==> config.mk <==
export PLATFORM = sky130hd
export DESIGN_NAME = adder_job_sequencer
export DESIGN_NICKNAME = d
export VERILOG_FILES = /design/src/rtl/adder_job_sequencer.sv
export SDC_FILE = /design/constraint.sdc
export NUM_CORES = 1
export LEC_CHECK = 0
export ABC_AREA = 1
export BUFFER_PORTS_ARGS = -buffer_cell sky130_fd_sc_hd__buf_2
export CORE_MARGIN = 10
export CORE_UTILIZATION = 45
export CTS_BUF_LIST = sky130_fd_sc_hd__clkbuf_2
export CTS_CLUSTER_SIZE = 40
export DETAILED_ROUTE_END_ITERATION = 12
export GPL_TIMING_DRIVEN = 0
export PLACE_DENSITY = 0.75
export SYNTH_ARGS = -nofsm -noshare
export SYNTH_HDL_FRONTEND = slang
export SYNTH_SLANG_ARGS = --single-unit
==> constraint.sdc <==
create_clock -name clk -period 1.34 [get_ports clk]
set_input_delay 0.067 -clock clk [delete_from_list [all_inputs] [get_ports clk]]
set_output_delay 0.067 -clock clk [all_outputs]
set_load 0.005 [all_outputs]
==> src/rtl/adder_job_sequencer.sv <==
// Job sequencer for the BRAM-coupled adder: writes operands over BRAM port B,
// kicks the adder, waits a fixed time, reads the sum back and streams it out.
module adder_job_sequencer #(
  parameter int unsigned          ADDR_W      = 15,
  parameter int unsigned          DATA_W      = 32,
  parameter logic [ADDR_W-1:0]    ADDR_A      = 15'h0,
  parameter logic [ADDR_W-1:0]    ADDR_B      = 15'h4,
  parameter logic [ADDR_W-1:0]    ADDR_R      = 15'h8,
  parameter int unsigned          WAIT_CYCLES = 16
) (
  input  logic              clk,
  input  logic              reset,
  input  logic              in_valid,
  output logic              in_ready,
  input  logic [DATA_W-1:0] in_a,
  input  logic [DATA_W-1:0] in_b,
  output logic              out_valid,
  input  logic              out_ready,
  output logic [DATA_W-1:0] out_sum,
  output logic              start_add,
  output logic              clear_done,
  output logic              bram_en,
  output logic [3:0]        bram_we,
  output logic [ADDR_W-1:0] bram_addr,
  output logic [DATA_W-1:0] bram_wdata,
  input  logic [DATA_W-1:0] bram_rdata,
  output logic              busy,
  output logic [15:0]       job_count
);

  typedef enum logic [3:0] {
    StIdle, StWrA, StWrB, StStart, StWait, StRdAddr, StRdWait, StRdCap, StClear, StOut
  } state_e;

  localparam logic [7:0] WaitLast = 8'(WAIT_CYCLES - 1);

  state_e              state_q, state_d;
  logic [7:0]          wait_cnt_q, wait_cnt_d;
  logic [DATA_W-1:0]   a_q, a_d, b_q, b_d;
  logic [DATA_W-1:0]   out_sum_q, out_sum_d;
  logic [15:0]         job_count_q, job_count_d;
  logic                in_ready_q, in_ready_d;
  logic                out_valid_q, out_valid_d;
  logic                start_q, start_d;
  logic                clear_q, clear_d;
  logic                en_q, en_d;
  logic [3:0]          we_q, we_d;
  logic [ADDR_W-1:0]   addr_q, addr_d;
  logic [DATA_W-1:0]   wdata_q, wdata_d;
  logic                busy_q, busy_d;

  // Next-state logic plus output decode of the *next* state, so every output
  // is a register that is valid for exactly the cycles spent in its state.
  always_comb begin
    state_d     = state_q;
    wait_cnt_d  = wait_cnt_q;
    a_d         = a_q;
    b_d         = b_q;
    out_sum_d   = out_sum_q;
    job_count_d = job_count_q;

    unique case (state_q)
      StIdle: begin
        if (in_valid && in_ready_q) begin
          a_d     = in_a;
          b_d     = in_b;
          state_d = StWrA;
        end
      end
      StWrA:    state_d = StWrB;
      StWrB:    state_d = StStart;
      StStart:  state_d = StWait;
      StWait: begin
        if (wait_cnt_q == WaitLast) begin
          wait_cnt_d = '0;
          state_d    = StRdAddr;
        end else begin
          wait_cnt_d = wait_cnt_q + 8'd1;
        end
      end
      StRdAddr: state_d = StRdWait;
      StRdWait: state_d = StRdCap;
      StRdCap: begin
        out_sum_d = bram_rdata;
        state_d   = StClear;
      end
      StClear:  state_d = StOut;
      StOut: begin
        if (out_valid_q && out_ready) begin
          job_count_d = job_count_q + 16'd1;
          state_d     = StIdle;
        end
      end
      default:  state_d = StIdle;
    endcase

    in_ready_d  = 1'b0;
    out_valid_d = 1'b0;
    start_d     = 1'b0;
    clear_d     = 1'b0;
    en_d        = 1'b0;
    we_d        = 4'h0;
    addr_d      = '0;
    wdata_d     = '0;
    busy_d      = (state_d != StIdle);

    unique case (state_d)
      StIdle:   in_ready_d = 1'b1;
      StWrA: begin
        en_d    = 1'b1;
        we_d    = 4'hF;
        addr_d  = ADDR_A;
        wdata_d = a_d;
      end
      StWrB: begin
        en_d    = 1'b1;
        we_d    = 4'hF;
        addr_d  = ADDR_B;
        wdata_d = b_d;
      end
      StStart:  start_d = 1'b1;
      StRdAddr, StRdWait: begin
        en_d   = 1'b1;
        addr_d = ADDR_R;
      end
      StClear:  clear_d = 1'b1;
      StOut:    out_valid_d = 1'b1;
      default: ;
    endcase
  end

  // State and registered outputs; reset abandons any in-flight job.
  always_ff @(posedge clk) begin
    if (reset) begin
      state_q     <= StIdle;
      wait_cnt_q  <= '0;
      a_q         <= '0;
      b_q         <= '0;
      out_sum_q   <= '0;
      job_count_q <= '0;
      in_ready_q  <= 1'b1;
      out_valid_q <= 1'b0;
      start_q     <= 1'b0;
      clear_q     <= 1'b0;
      en_q        <= 1'b0;
      we_q        <= 4'h0;
      addr_q      <= '0;
      wdata_q     <= '0;
      busy_q      <= 1'b0;
    end else begin
      state_q     <= state_d;
      wait_cnt_q  <= wait_cnt_d;
      a_q         <= a_d;
      b_q         <= b_d;
      out_sum_q   <= out_sum_d;
      job_count_q <= job_count_d;
      in_ready_q  <= in_ready_d;
      out_valid_q <= out_valid_d;
      start_q     <= start_d;
      clear_q     <= clear_d;
      en_q        <= en_d;
      we_q        <= we_d;
      addr_q      <= addr_d;
      wdata_q     <= wdata_d;
      busy_q      <= busy_d;
    end
  end

  assign in_ready   = in_ready_q;
  assign out_valid  = out_valid_q;
  assign out_sum    = out_sum_q;
  assign start_add  = start_q;
  assign clear_done = clear_q;
  assign bram_en    = en_q;
  assign bram_we    = we_q;
  assign bram_addr  = addr_q;
  assign bram_wdata = wdata_q;
  assign busy       = busy_q;
  assign job_count  = job_count_q;

endmodule

==> flow_summary.ini <==
[status]
status = finished with violations
violations = setup timing

[finish]
mostFrequentLayoutCells = nand2_1 (131), buf_2 (127), dlygate4sd3_1 (99)
multi_input_area_um2 = 3460
final_common_cell = nand2_1
seq_area_um2 = 3430
fill_cells = 830
nets = 1325
area.growth.synth_to_final_pct = 73.1
layout-drive-gt1-share_pct = 47.7

[timing]
fin_crit_ns = 1.73
layout_setup_ws_ns = -0.388
fin_worst_skew_ns = 0.0444
tns_ns = -29.18
setup_viol = 211
period_share_pct = 129
worst-slew-pin-transition_ns = 0.989
maxSlewHeadroom_pct = 34.1
maxSlewViolCount = 0
clock.fmax_ghz = 0.579
whs_ns = 0.0365
finalHoldViolations = 0
rsz0062_at_grt = yes

[floorplanning]
die_w_um = 141
num_rows = 44
die_area_um2 = 19800
initial_core_util_pct = 45.6
ioPinCount = 205
core_um2 = 14400
die_h_um = 141

[worst_setup_path]
crit_fanout = 4
r2r_start = state_q[2]
crit_arrival_ns = 2.46
start_kind = register
endpoint_kind = register
path_class = register to register
r2r.worst_path.cells = 11
crit_required_ns = 2.07
startpoint = state_q[2]

[logic_synthesis]
synth.avg_cell_area_um2 = 7.84
ys.warnings.count = 0
syn_area_um2 = 6550
yosysUniqueCellTypes = 35
synth_seq_cells = 165
ys_seq_area_share_pct = 50.4
synthCells = 835

[cts]
cts.clk_slew.worst_paths_ns = 0.27
cts.path.max_buffers = 2
cts_tree = done
clkSinkCount = 165
root_buffer = clkbuf_2
clk_latency_ns = 0.79
cts_buffers = 17
htree_levels = 4

[power_and_ir_drop]
p_leak_nw = 5.44
power_per_cell_area_nw_per_um2 = 1070
power.total_mw = 12.1
vdd_drop_max_mv = 0.831

[detailed_routing]
antenna_left = 0
drcViolationCount = 0
drt_first_pass_iters = 5
dr_total_vias = 7639
drt_wl_total_um = 28800
routedWlPerCell_um = 20.2
first_iter_violations = 543
avgViaCountPerCell = 5.36

[min_path]
hold_depth = 4
hp-start = bram_rdata[21]
min_path_type = primary input to register

[placement]
gp_congestion = 0.801
io_buffer_count = 191
dp_hpwl_um = 14100

[global_routing]
grt_pass1_wl_um = 36300
grt_pass1_vias = 7144
grt_max_degree = 17
track_usage_pct = 22.5
antenna_found_initial = 3
gr-total-overflow = 0

[job]
maxCapViolations = 0
-- through the flow --
stage / instances / utilization [%] / area, um2 / worst slack, ns
finish: 1425 / 78.9 / 11300 / -0.388
global route: 1423 / 78.8 / 11300 / -0.409
CTS: 1389 / 69.1 / 9930 / -0.236
detailed placement: 1222 / 54.2 / 7780 / -0.315
global placement: 1222 / 54.2 / 7780 / -0.284
floorplan: 847 / - / 6600 / 0.0166
-- metal layers --
metal / wire (um) / track usage, % / part of all wire, %
met4: 1130 / 8.04 / 3.9
met5: 0 / 0 / 0
met3: 2590 / 8.33 / 9.0
met1: 10400 / 24.7 / 36
met2: 14700 / 38.8 / 51
-- cell type report --
class	count	area share, %
clock inverter	15	1.47
buffer	59	4.56
antenna	5	0.110
multi-input combinational	560	30.6
sequential	165	30.3
inverter	64	2.45
timing repair buffer	356	27.8
clock buffer	17	0.751
tap	184	2.03
-- state kept, by name (all words and copies together) (netlist names) --
signal,flops
out_valid,1
wait_cnt_q,8
busy,1
start_add,1
job_count,16
state_q,4
bram_addr,2
bram_wdata,32
in_ready,1
a_q,32
b_q,32
bram_we,1
out_sum,32
clear_done,1
bram_en,1
-- what timing repair did --
item | 4_1_cts | 5_1_grt
endpoints found under the hold margin | 150 | 0
hold buffers | 99 | 0
setup buffers | 33 | 24
pin swaps | 28 | 80
cloned | 3 | 10
setup endpoints to repair | 231 | 249
resized for setup | 199 | 299
-- Yosys cell counts --
cell type	number	share of area (%)
clkbuf_1	19	1.1
o21bai_1	1	0.11
xor2_1	2	0.27
or2_1	20	1.9
nor3b_1	1	0.11
buf_2	11	0.84
o211ai_1	1	0.11
o21ai_0	48	3.7
nand4_1	35	3.3
and2_1	1	0.096
a31oi_1	1	0.096
o211a_1	31	4.7
nand3b_1	1	0.11
nor2_2	5	0.48
nand2_2	2	0.19
o21a_1	1	0.11
conb_1	1	0.057
buf_1	5	0.29
nand2_1	169	9.7
nand3_1	8	0.61
nor2_4	2	0.34
nor2_1	148	8.5
a21oi_1	17	1.3
nor3_1	5	0.38
inv_1	60	3.4
ha_1	2	0.38
or2_2	12	1.1
buf_4	16	1.8
buf_6	8	1.4
a31o_2	1	0.13
o21ai_1	30	2.3
inv_2	4	0.23
nand3_2	1	0.15
a211oi_1	1	0.11
dfxtp_1	165	50
-- final timing paths --
check	end	slack [ns]
min reg2reg	wait_cnt_q[0]	0.47
max reg2reg	job_count[12]	-0.39
max	job_count[12]	-0.39
min	out_sum[21]	0.04
-- critical path: stages, from the launching register on --
cell and delay, ns:
dfxtp_4 0.42, buf_6 0.14, buf_6 0.12, nor2_4 0.07, nand2_2 0.08, nor2_4 0.24
nand2_4 0.12, nor2_4 0.14, nand2_1 0.10, nand2_1 0.10, inv_1 0.05, nor2_1 0.14
-- kinds of logic (layout without fill, tap and decap cells) --
logic type	Yosys count	after routing	synth area share [%]
compound gates	132	132	12.7
flops	165	165	50.4
other cells	1	18	0.0573
xor+xnor	2	2	0.268
buf+inv	123	511	9.10
simple gates	410	411	27.1
fa+ha+maj	2	2	0.382
-- power breakdown --
group / switching (mW) / internal, mW / total (mW)
clock network: 2.00 / 0.921 / 2.93
logic: 1.76 / 1.77 / 3.53
registers: 0.195 / 5.42 / 5.62
(Power assumes the default switching activity.)
